[config.mk]
export PLATFORM = sky130hd
export DESIGN_NAME = idct8_da_row_flat
export DESIGN_NICKNAME = d
export VERILOG_FILES = /design/src/rtl/idct8_da_row_if.sv /design/src/rtl/idct8_da_row.sv /design/src/flat_wrapper.sv
export SDC_FILE = /design/constraint.sdc
export NUM_CORES = 2
export LEC_CHECK = 0
export ABC_AREA = 0
export BUFFER_PORTS_ARGS = -buffer_cell sky130_fd_sc_hd__buf_2
export CORE_ASPECT_RATIO = 1.1
export CORE_MARGIN = 1
export CORE_UTILIZATION = 40
export DETAILED_ROUTE_END_ITERATION = 10
export REMOVE_ABC_BUFFERS = 1
export SYNTH_ARGS = -nofsm -noshare
export SYNTH_HDL_FRONTEND = slang
export SYNTH_SLANG_ARGS = --single-unit
[constraint.sdc]
create_clock -name clk -period 10.2 [get_ports clk]
set_input_delay 0.51 -clock clk [delete_from_list [all_inputs] [get_ports clk]]
set_output_delay 0.51 -clock clk [all_outputs]
set_load 0.03 [all_outputs]
[src/rtl/idct8_da_row_if.sv]
// Stream interface for the 8-point DA inverse-DCT row engine.
// The coefficient input and the sample output are both valid/ready streams.
interface idct8_da_row_if #(
  parameter int DW = 16
);
  logic          in_valid;
  logic          in_ready;
  logic [DW-1:0] in_data;
  logic          out_valid;
  logic          out_ready;
  logic [DW-1:0] out_data;
  logic          out_last;

  modport master (
    output in_valid, in_data, out_ready,
    input  in_ready, out_valid, out_data, out_last
  );

  modport slave (
    input  in_valid, in_data, out_ready,
    output in_ready, out_valid, out_data, out_last
  );
endinterface

[src/rtl/idct8_da_row.sv]
// 8-point 1-D inverse DCT, bit-serial distributed arithmetic with even/odd split.
// Optional macro IDCT_SAT_EN clamps outputs to DW bits; otherwise results wrap.
module idct8_da_row #(
  parameter int DW   = 16,
  parameter int ROMW = 17,
  parameter int ACCW = DW + ROMW + 3
) (
  input  logic               clk,
  input  logic               rst,
  idct8_da_row_if.slave      io
);
  localparam int BW = $clog2(DW);

  // Q2.15 weights 0.5*Ck*cos((2n+1)k*pi/16); a DA table entry is the sum of selected weights.
  localparam int CE [4][4] = '{
    '{11585,  15137,  11585,   6270},
    '{11585,   6270, -11585, -15137},
    '{11585,  -6270, -11585,  15137},
    '{11585, -15137,  11585,  -6270}
  };
  localparam int CO [4][4] = '{
    '{16069,  13623,   9102,   3196},
    '{13623,  -3196, -16069,  -9102},
    '{ 9102, -16069,   3196,  13623},
    '{ 3196,  -9102,  13623, -16069}
  };

  localparam logic signed [ACCW-1:0] RND  = ACCW'(32'sd16384);
  localparam logic signed [DW+1:0]   SMAX = {3'b000, {(DW-1){1'b1}}};
  localparam logic signed [DW+1:0]   SMIN = {3'b111, {(DW-1){1'b0}}};

  typedef enum logic [1:0] {LOAD, CALC, COMB, OUT} state_t;

  function automatic logic signed [ACCW-1:0] tab_e(input int n, input logic [3:0] a);
    logic signed [ACCW-1:0] s;
    s = '0;
    for (int i = 0; i < 4; i++) if (a[i]) s = s + ACCW'(CE[n][i]);
    return s;
  endfunction

  function automatic logic signed [ACCW-1:0] tab_o(input int n, input logic [3:0] a);
    logic signed [ACCW-1:0] s;
    s = '0;
    for (int i = 0; i < 4; i++) if (a[i]) s = s + ACCW'(CO[n][i]);
    return s;
  endfunction

  function automatic logic signed [DW+1:0] rnd15(input logic signed [ACCW-1:0] a);
    logic signed [ACCW-1:0] t;
    t = (a + RND) >>> 15;
    return t[DW+1:0];
  endfunction

  function automatic logic [DW-1:0] reduce(input logic signed [DW+1:0] v);
`ifdef IDCT_SAT_EN
    if (v > SMAX)      return SMAX[DW-1:0];
    else if (v < SMIN) return SMIN[DW-1:0];
    else               return v[DW-1:0];
`else
    return v[DW-1:0];
`endif
  endfunction

  state_t                 state_q, state_d;
  logic [2:0]             idx_q, idx_d, oidx_q, oidx_d;
  logic [BW-1:0]          bit_q, bit_d;
  logic [DW-1:0]          x_q [8], x_d [8];
  logic [DW-1:0]          xo_q [8], xo_d [8];
  logic signed [ACCW-1:0] acc_e_q [4], acc_e_d [4], acc_o_q [4], acc_o_d [4];
  logic                   in_ready_q, in_ready_d, out_valid_q, out_valid_d, out_last_q, out_last_d;
  logic [DW-1:0]          out_data_q, out_data_d;

  always_comb begin
    logic [3:0]             ae, ao;
    logic signed [ACCW-1:0] te, to;
    logic signed [DW+1:0]   se, so;
    state_d     = state_q;
    idx_d       = idx_q;
    oidx_d      = oidx_q;
    bit_d       = bit_q;
    x_d         = x_q;
    xo_d        = xo_q;
    acc_e_d     = acc_e_q;
    acc_o_d     = acc_o_q;
    in_ready_d  = in_ready_q;
    out_valid_d = out_valid_q;
    out_last_d  = out_last_q;
    out_data_d  = out_data_q;
    ae = {x_q[6][bit_q], x_q[4][bit_q], x_q[2][bit_q], x_q[0][bit_q]};
    ao = {x_q[7][bit_q], x_q[5][bit_q], x_q[3][bit_q], x_q[1][bit_q]};
    te = '0;
    to = '0;
    se = '0;
    so = '0;
    case (state_q)
      LOAD: if (io.in_valid && in_ready_q) begin
        x_d[idx_q] = io.in_data;
        idx_d      = idx_q + 3'd1;
        if (idx_q == 3'd7) begin
          in_ready_d = 1'b0;
          bit_d      = BW'(DW - 1);
          state_d    = CALC;
        end
      end
      CALC: begin
        // The sign bit plane carries weight -2^(DW-1), so it seeds the accumulator negated.
        for (int n = 0; n < 4; n++) begin
          te = tab_e(n, ae);
          to = tab_o(n, ao);
          if (bit_q == BW'(DW - 1)) begin
            acc_e_d[n] = -te;
            acc_o_d[n] = -to;
          end else begin
            acc_e_d[n] = (acc_e_q[n] <<< 1) + te;
            acc_o_d[n] = (acc_o_q[n] <<< 1) + to;
          end
        end
        bit_d = bit_q - 1'b1;
        if (bit_q == '0) state_d = COMB;
      end
      COMB: begin
        for (int n = 0; n < 4; n++) begin
          se          = rnd15(acc_e_q[n]);
          so          = rnd15(acc_o_q[n]);
          xo_d[n]     = reduce(se + so);
          xo_d[7 - n] = reduce(se - so);
        end
        out_data_d  = xo_d[0];
        out_valid_d = 1'b1;
        out_last_d  = 1'b0;
        oidx_d      = 3'd0;
        state_d     = OUT;
      end
      OUT: if (out_valid_q && io.out_ready) begin
        if (oidx_q == 3'd7) begin
          out_valid_d = 1'b0;
          out_last_d  = 1'b0;
          out_data_d  = '0;
          in_ready_d  = 1'b1;
          idx_d       = 3'd0;
          state_d     = LOAD;
        end else begin
          oidx_d     = oidx_q + 3'd1;
          out_data_d = xo_q[oidx_q + 3'd1];
          out_last_d = (oidx_q == 3'd6);
        end
      end
      default: state_d = LOAD;
    endcase
  end

  always_ff @(posedge clk) begin
    if (rst) begin
      state_q     <= LOAD;
      idx_q       <= '0;
      oidx_q      <= '0;
      bit_q       <= '0;
      in_ready_q  <= 1'b1;
      out_valid_q <= 1'b0;
      out_last_q  <= 1'b0;
      out_data_q  <= '0;
      for (int i = 0; i < 8; i++) begin
        x_q[i]  <= '0;
        xo_q[i] <= '0;
      end
      for (int n = 0; n < 4; n++) begin
        acc_e_q[n] <= '0;
        acc_o_q[n] <= '0;
      end
    end else begin
      state_q     <= state_d;
      idx_q       <= idx_d;
      oidx_q      <= oidx_d;
      bit_q       <= bit_d;
      in_ready_q  <= in_ready_d;
      out_valid_q <= out_valid_d;
      out_last_q  <= out_last_d;
      out_data_q  <= out_data_d;
      x_q         <= x_d;
      xo_q        <= xo_d;
      acc_e_q     <= acc_e_d;
      acc_o_q     <= acc_o_d;
    end
  end

  assign io.in_ready  = in_ready_q;
  assign io.out_valid = out_valid_q;
  assign io.out_data  = out_data_q;
  assign io.out_last  = out_last_q;
endmodule

[src/flat_wrapper.sv]
// flat-port wrapper written by rule: the top's interface ports become plain ports
module idct8_da_row_flat 
#(
  parameter int DW   = 16,
  parameter int ROMW = 17,
  parameter int ACCW = DW + ROMW + 3
)
  (clk, rst, io_in_valid, io_in_data, io_out_ready, io_in_ready, io_out_valid, io_out_data, io_out_last);
  idct8_da_row_if #(.DW(DW)) io_i ();
  input  logic clk;
  input  logic rst;
  input wire logic [$bits(io_i.in_valid)-1:0] io_in_valid;
  input wire logic [$bits(io_i.in_data)-1:0] io_in_data;
  input wire logic [$bits(io_i.out_ready)-1:0] io_out_ready;
  output wire logic [$bits(io_i.in_ready)-1:0] io_in_ready;
  output wire logic [$bits(io_i.out_valid)-1:0] io_out_valid;
  output wire logic [$bits(io_i.out_data)-1:0] io_out_data;
  output wire logic [$bits(io_i.out_last)-1:0] io_out_last;
  assign io_i.in_valid = io_in_valid;
  assign io_i.in_data = io_in_data;
  assign io_i.out_ready = io_out_ready;
  assign io_in_ready = io_i.in_ready;
  assign io_out_valid = io_i.out_valid;
  assign io_out_data = io_i.out_data;
  assign io_out_last = io_i.out_last;
  idct8_da_row #(.DW(DW), .ROMW(ROMW), .ACCW(ACCW)) u_core (.clk(clk), .rst(rst), .io(io_i));
endmodule
=== After elaboration in Yosys (flattened, before gate mapping) ===
Index checks and enable logic that the tools add are counted.

* Bitwise operators: 2
* Add/sub/neg operators: 59
* Muxes and demuxes: 118
* Reductions and logical operators: 16
* Equality and inequality tests: 13
* Magnitude comparators: 4

{| class="wikitable"
|+ Operator list
! kind !! number
|-
| two-way mux 31 bit || 61
|-
| adder 31 x 15 -> 31 bit (second input constant) || 17
|-
| adder 31 x 16 -> 31 bit (second input constant) || 8
|-
| adder 31 bit || 8
|-
| negation 31 bit || 8
|-
| bitwise mux 128 bit || 1
|-
| adder 31 x 14 -> 31 bit (second input constant) || 4
|-
| adder 31 x 13 -> 31 bit (second input constant) || 3
|-
| two-way mux 16 bit || 5
|-
| adder 16 bit || 4
|-
| subtractor 16 bit || 4
|-
| two-way mux 14 bit || 4
|-
| binary-select mux 16 bit (select 3 bit) || 1
|-
| demux 16 bit (select 3 bit) || 1
|-
| binary-select mux 1 bit (select 4 bit) || 8
|-
| case mux 16 bit (2 select lines) || 1
|-
| two-way mux 1 bit || 16
|-
| two-way mux 3 bit || 5
|-
| two-way mux 12 bit || 1
|-
| case mux 3 bit (2 select lines) || 2
|-
| two-way mux 2 bit || 5
|-
| != test 2 x 1 -> 1 bit (second input constant) || 5
|-
| AND reduction 5 bit || 2
|-
| equality test 3 bit (second input constant) || 3
|-
| other kinds (21) || 35
|}

* Output and inout port bits: 19
* Register bits: 535
* Input port bits: 20

=== Logic depth before layout (Yosys ltp) ===
* Depth in word-level cells: 15
* Gate-level depth with buffers: 34

=== Worst setup path after synthesis ===
OpenSTA, ideal clock, no wires.

* Kind: reg2reg
* Start point: register u_core.bit_q[1]
* End point: register u_core.acc_o_q[30] in the netlist's numbering
* Slack: 2.813 ns
* Stages on the path, launching flop included: 33
* Arrival time: 7.301 ns
* Path buffers: 8
* Path through: dfxtp_1 -> buf_4 -> buf_6 -> mux4_2 -> mux2_2 -> mux2i_4 -> buf_2 -> buf_2 -> ha_1 -> clkbuf_1 -> clkbuf_1 -> clkbuf_1 -> clkbuf_1 -> a31oi_1 -> ha_1 -> nand2_1 -> nor2_1 -> nand4_1 -> a211oi_1 -> mux2_2 -> nor3_1 -> ha_1 -> a21o_1 -> a21o_1 -> a21oi_1 -> nand2_1 -> a31oi_1 -> o31a_1 -> a21oi_1 -> a31o_2 -> a21oi_1 -> xnor2_1 -> a211oi_1

* Longest elaborated chain between the ends: 15
* Elaborated cells on any way between the ends: 23
* Those cells by class: 5 x add/sub; 1 x eq/ne; 17 x mux

{| class="wikitable"
|+ Ends and longest elaborated chain
! item !! line !! text
|-
| start, declared || idct8_da_row.sv:66 || <nowiki>logic [BW-1:0] bit_q, bit_d;</nowiki>
|-
| start signal, assigned || idct8_da_row.sv:174 || <nowiki>bit_q <= bit_d;</nowiki>
|-
| binary-select mux 1 bit (select 4 bit) || idct8_da_row.sv:90 || <nowiki>ao = {x_q[7][bit_q], x_q[5][bit_q], x_q[3][bit_q], x_q[1][bit_q]};</nowiki>
|-
| two-way mux 1 bit (implied by the code) || idct8_da_row.sv:90 ||
|-
| two-way mux 12 bit || idct8_da_row.sv:44 || <nowiki>for (int i = 0; i < 4; i++) if (a[i]) s = s + ACCW'(CO[n][i]);</nowiki>
|-
| two-way mux 31 bit || idct8_da_row.sv:95 || <nowiki>case (state_q)</nowiki>
|-
| adder 31 x 15 -> 31 bit || idct8_da_row.sv:44 ||
|-
| two-way mux 31 bit || idct8_da_row.sv:44 ||
|-
| two-way mux 31 bit || idct8_da_row.sv:95 ||
|-
| adder 31 x 15 -> 31 bit || idct8_da_row.sv:44 ||
|-
| two-way mux 31 bit || idct8_da_row.sv:44 ||
|-
| two-way mux 31 bit || idct8_da_row.sv:95 ||
|-
| adder 31 x 15 -> 31 bit || idct8_da_row.sv:44 ||
|-
| two-way mux 31 bit || idct8_da_row.sv:44 ||
|-
| two-way mux 31 bit || idct8_da_row.sv:95 ||
|-
| adder 31 bit / negation 31 bit (equally long branches) || idct8_da_row.sv:115, idct8_da_row.sv:112 ||
|-
| two-way mux 31 bit * || idct8_da_row.sv:110 || <nowiki>if (bit_q == BW'(DW - 1)) begin</nowiki>
|-
| end signal, assigned || idct8_da_row.sv:182 || <nowiki>acc_o_q <= acc_o_d;</nowiki>
|-
| end, declared || idct8_da_row.sv:69 || <nowiki>logic signed [ACCW-1:0] acc_e_q [4], acc_e_d [4], acc_o_q [4], acc_o_d [4];</nowiki>
|}

Mark *: on every way between the ends. The rest lies on a longest branch, timed or not. The select of a mux whose other input is x is not followed.
A chain may end at the register's enable or synchronous reset.

=== Worst setup path after layout ===
* Start point: register u_core.bit_q[1]
* End point: register u_core.acc_o_q[65] in the netlist's numbering

* Longest elaborated chain between the ends: 15
* Elaborated cells on any way between the ends: 23
* Those cells by class: 5 x add/sub; 1 x eq/ne; 17 x mux

{| class="wikitable"
|+ Ends and longest elaborated chain
! item !! line
|-
| binary-select mux 1 bit (select 4 bit) || idct8_da_row.sv:90
|-
| two-way mux 1 bit (implied by the code) || idct8_da_row.sv:90
|-
| two-way mux 14 bit || idct8_da_row.sv:44
|-
| two-way mux 31 bit || idct8_da_row.sv:95
|-
| adder 31 x 15 -> 31 bit || idct8_da_row.sv:44
|-
| two-way mux 31 bit || idct8_da_row.sv:44
|-
| two-way mux 31 bit || idct8_da_row.sv:95
|-
| adder 31 x 13 -> 31 bit || idct8_da_row.sv:44
|-
| two-way mux 31 bit || idct8_da_row.sv:44
|-
| two-way mux 31 bit || idct8_da_row.sv:95
|-
| adder 31 x 15 -> 31 bit || idct8_da_row.sv:44
|-
| two-way mux 31 bit || idct8_da_row.sv:44
|-
| two-way mux 31 bit || idct8_da_row.sv:95
|-
| adder 31 bit / negation 31 bit (equally long branches) || idct8_da_row.sv:115, idct8_da_row.sv:112
|-
| two-way mux 31 bit * || idct8_da_row.sv:110
|}

Marked as above.

==> Implementation_results.wiki <==
{| class="wikitable"
! Metric !! Value
|-
| Core box area || 116400 sq um
|-
| Number of buffers inserted by post-CTS setup repair || 0
|-
| Max-cap violations || 0
|-
| Number of top-level pins || 39
|-
| Logic gate share of total power || 0.596
|-
| Area of the die || 119200 sq um
|-
| P&R area growth vs syn || 7.391%
|-
| Antenna violations before repair || 2
|-
| Mean routed wirelength per cell || around 21 um
|-
| Final standard cell count with taps included and fillers excluded || roughly 7600
|-
| Ant diodes || 0
|-
| Switching share of total power || 0.4807
|-
| Sequential fraction of the synthesis area || 0.2246
|-
| Most used DFF post-synth || sky130_fd_sc_hd__dfxtp_1
|-
| Class of the most critical setup path || reg -> reg
|-
| Drt pass-1 iters || 9
|-
| Transition time at the pin with the least slew margin || approximately 1200 ps
|-
| Stages on the worst setup path || 25
|-
| Number of cells in the design after placement || between 7000 and 8000
|-
| Maximum number of pins on one net before global-route repair || 198
|-
| Remaining Overflow, GRT || 0
|-
| Unrepaired setup endpoints after global routing || false
|-
| Leading area contributor after synthesis || sky130_fd_sc_hd__dfxtp_1
|-
| Sequential cell area || about 11000 sq um
|-
| Max Slew Vio Count || 0
|-
| Netlist Area Pre-Place || about 47000 sq um
|-
| Part of the power in the clock network || 0.185
|-
| CP bufs+invs || 3
|-
| Final hold violation count || 0
|-
| Yosys reg bits || about 530
|-
| Fraction of layout cells with a size suffix above 1 || 0.06100
|-
| CP max-delay cell || sky130_fd_sc_hd__dfxtp_2
|-
| Vias in the first global route || roughly 42000
|-
| Number of port buffers || 38
|-
| Sequential share of power || 0.218
|-
| Initial Util || 0.4051
|-
| Clock tree from TritonCTS || built
|-
| CP most frequent cell || sky130_fd_sc_hd__a31oi_1
|-
| Clk root buf || sky130_fd_sc_hd__clkbuf_16
|-
| Slew headroom || 0.2110
|-
| Cell type group with the largest total delay on the critical path || compound AO/OA/AOI/OAI gates
|-
| Worst VDD drop || about 0.00014 V
|-
| Die height || 362.1 um
|-
| CP required || 10700 ps
|-
| Post-cts sizing count || 0
|-
| Post-synthesis cell count || 6232
|-
| Placement-stage worst setup slack || ~1500 ps
|-
| Static Leakage || roughly 20 nW
|-
| Net switching power of the design || 6.549 mW
|-
| Count of different cell masters after synthesis || a little over 100
|-
| Post-synthesis area per instance || around 7.6 sq um
|-
| Internal Pwr Total || between 7 and 8 mW
|-
| Cell count of the worst hold path || 4
|-
| Total via count in the routed design || ~45000
|-
| Reg2reg path depth || 25
|-
| Total power per unit cell area || 269.1 nW/um^2
|-
| Maximum root-to-sink buffer count || 3
|-
| Final period utilization || 0.8654
|-
| Nature of the critical path endpoint || flop
|-
| Setup WS post-layout || ~1400 ps
|-
| Run status || finished, violations left
|-
| Filler cell count in the final layout || ~12000
|-
| Routability congestion estimate from global placement || 0.9788
|-
| Critical Path Start Type || flop
|-
| Overall track demand over capacity in global routing || 0.2652
|-
| Aggregate negative setup slack || 0 ps
|-
| Hold buffer count at CTS || 0
|-
| DR DRC count || 8
|-
| Main area contributors after synthesis || sky130_fd_sc_hd__dfxtp_1 (22%), sky130_fd_sc_hd__ha_1 (11%), sky130_fd_sc_hd__xnor2_1 (7.3%)
|-
| Count of flip-flops with a built-in enable after synthesis || 0
|-
| Combined area of the multi-input logic cells || 34120 sq um
|-
| Layout Skew || about 26 ps
|-
| Violated checks || DRC
|-
| Class of the most critical hold timing path || in -> reg
|-
| HPWL Detailed || between 100000 and 150000 um
|-
| Net count reported at finish || 6467
|-
| Iter 0 DRT Violations || approximately 3700
|-
| Row cnt || 131
|-
| Detail-routed via count per cell || 5.957
|-
| Clock latency on the worst-skew pair || 670 ps
|-
| Max Freq || roughly 110 MHz
|-
| Minimum period implied by the final worst setup slack || around 8800 ps
|-
| Crit path DAT || 9320 ps
|-
| Worst path max stage delay || 960 ps
|-
| CTS buffer count || slightly below 70
|-
| DIE WIDTH || between 300 and 400 um
|-
| H-tree levels || 3
|-
| Global-route wire length before repair || between 200000 and 300000 um
|-
| Highest net fanout along the worst path || 32
|-
| Total wire length || roughly 160000 um
|-
| Clk pin slew, worst setup/hold paths || ~60 ps
|-
| Post-synth ARST share || 0
|-
| Yosys top cell area share || 0.2246
|-
| Final setup violating endpoints || 0
|-
| Post-route core utilization || 0.4351
|-
| Total of warnings raised by yosys || 0
|-
| # clock sinks || 529
|-
| Count of antenna-violating nets left after detailed routing || 0
|}
-- cells in the mapped netlist, types with 64 or more instances --
master / instances
sky130_fd_sc_hd__nand2_1: 642
sky130_fd_sc_hd__a21o_1: 110
sky130_fd_sc_hd__a31oi_1: 64
sky130_fd_sc_hd__o21ai_0: 284
sky130_fd_sc_hd__nand3_1: 186
sky130_fd_sc_hd__clkbuf_1: 279
sky130_fd_sc_hd__xnor2_1: 394
sky130_fd_sc_hd__xor2_1: 175
sky130_fd_sc_hd__nor3_1: 182
sky130_fd_sc_hd__a211oi_1: 187
sky130_fd_sc_hd__a21oi_1: 552
sky130_fd_sc_hd__dfxtp_1: 529
sky130_fd_sc_hd__inv_1: 252
sky130_fd_sc_hd__nor2_1: 717
sky130_fd_sc_hd__ha_1: 398
sky130_fd_sc_hd__mux2i_1: 95
-- registers in the layout, summed over array words and instances (netlist names) --
| signal | count |
|---|---|
| u_core.xo_q | 124 |
| u_core.io.in_ready | 1 |
| u_core.acc_e_q | 122 |
| u_core.oidx_q | 3 |
| u_core.idx_q | 3 |
| u_core.io.out_last | 1 |
| u_core.state_q | 2 |
| u_core.io.out_valid | 1 |
| u_core.acc_o_q | 124 |
| u_core.bit_q | 4 |
| u_core.io.out_data | 16 |
| u_core.x_q | 128 |
-- worst reg2reg max path: stages, from the launching register on --
cell                       delay, ps
sky130_fd_sc_hd__dfxtp_2         960
sky130_fd_sc_hd__mux4_2          610
sky130_fd_sc_hd__mux2i_1         360
sky130_fd_sc_hd__mux2_2          620
sky130_fd_sc_hd__inv_2           400
sky130_fd_sc_hd__ha_1            640
sky130_fd_sc_hd__clkinv_1        380
sky130_fd_sc_hd__nand4_1         200
sky130_fd_sc_hd__a211oi_1        520
sky130_fd_sc_hd__o221ai_1        350
sky130_fd_sc_hd__a21oi_1         380
sky130_fd_sc_hd__nor2_1          100
sky130_fd_sc_hd__xnor2_1         300
sky130_fd_sc_hd__inv_1            80
sky130_fd_sc_hd__ha_1            350
sky130_fd_sc_hd__nand3_1         120
sky130_fd_sc_hd__nor2_1          150
sky130_fd_sc_hd__a31oi_1         130
sky130_fd_sc_hd__a311oi_1        430
sky130_fd_sc_hd__a31oi_1         240
sky130_fd_sc_hd__or4_1           570
sky130_fd_sc_hd__a21oi_1         260
sky130_fd_sc_hd__a31oi_1         150
sky130_fd_sc_hd__xnor2_1         140
sky130_fd_sc_hd__a32oi_1         140
sky130_fd_sc_hd__o21ai_0          90
-- power groups by stage --
stage	clock, mW	combinational [mW]	sequential (mW)
final	2.53	8.12	2.98
after global routing	2.67	8.89	3.03
after CTS	2.58	8.04	2.97
after detailed placement	0	7.99	3.01
after global placement	0	7.95	3.00
after floorplan	0	5.97	2.85
-- per-stage QoR --
stage / hold WS (ps) / instance area [sq um] / power (mW)
after floorplan: 426.8 / 45620 / 8.823
after CTS: 143.1 / 50630 / 13.59
after detailed placement: 446.2 / 48350 / 11.00
after global routing: 196.3 / 50630 / 14.58
final: 204.9 / 50630 / 13.62
after global placement: 438.2 / 48350 / 10.95
-- routing by layer --
metal	vias to the layer above	global-route usage	part of all wire
li1	22030	-	-
met1	21590	0.3517	0.44
met2	1424	0.4270	0.45
met3	297	0.03413	0.058
met4	2	0.1183	0.046
met5	-	0	0.000087
-- cell usage in the layout (no fill, tap or decap), drive strengths merged, types with 58 or more instances in the layout --
master,synthesis,layout
nand2,642,642
clkbuf,295,95
mux4,58,58
xnor2,394,394
xor2,175,175
a31oi,65,65
inv,256,259
buf,80,105
and3,63,63
mux2i,97,97
ha,398,398
dfxtp,529,529
nor3,187,187
nor2,717,717
a21o,110,110
a21oi,552,552
nand3,187,187
o21ai,290,290
a211oi,187,187
a311oi,63,63
-- path summary, 6_finish.rpt --
path                                start                                to  slack (ps)
min                          io_out_ready  u_core.io.out_valid$_SDFFE_PP0P_         200
max reg2reg  u_core.bit_q[1]$_SDFFE_PP0P_   u_core.acc_o_q[65]$_SDFFE_PP0P_        1370
max          u_core.bit_q[1]$_SDFFE_PP0P_   u_core.acc_o_q[65]$_SDFFE_PP0P_        1370
min reg2reg   u_core.x_q[97]$_SDFFE_PP0P_       u_core.x_q[97]$_SDFFE_PP0P_         450
-- cell families (layout without fill, tap and decap cells) --
logic type / Yosys count / count (layout) / synth area share
muxes: 167 / 167 / 0.05151
xor gates and xnor gates: 570 / 570 / 0.1062
DFF: 529 / 529 / 0.2246
buffers and inverters: 638 / 488 / 0.05321
adders and majority gates: 415 / 415 / 0.1128
AOI/OAI and AO/OA: 1754 / 1754 / 0.2438
and+or+nand+nor: 2159 / 2159 / 0.2078
-- layout make-up --
| cell class | count | area share |
|---|---|---|
| clock buffer | 95 | 0.03843 |
| clock inverter | 25 | 0.006697 |
| inverter | 263 | 0.01952 |
| multi-input combinational | 5065 | 0.6740 |
| sequential | 529 | 0.2092 |
| tap | 1529 | 0.03779 |
| timing repair buffer | 105 | 0.01438 |
No activity file was read; power rests on OpenSTA's default activity.
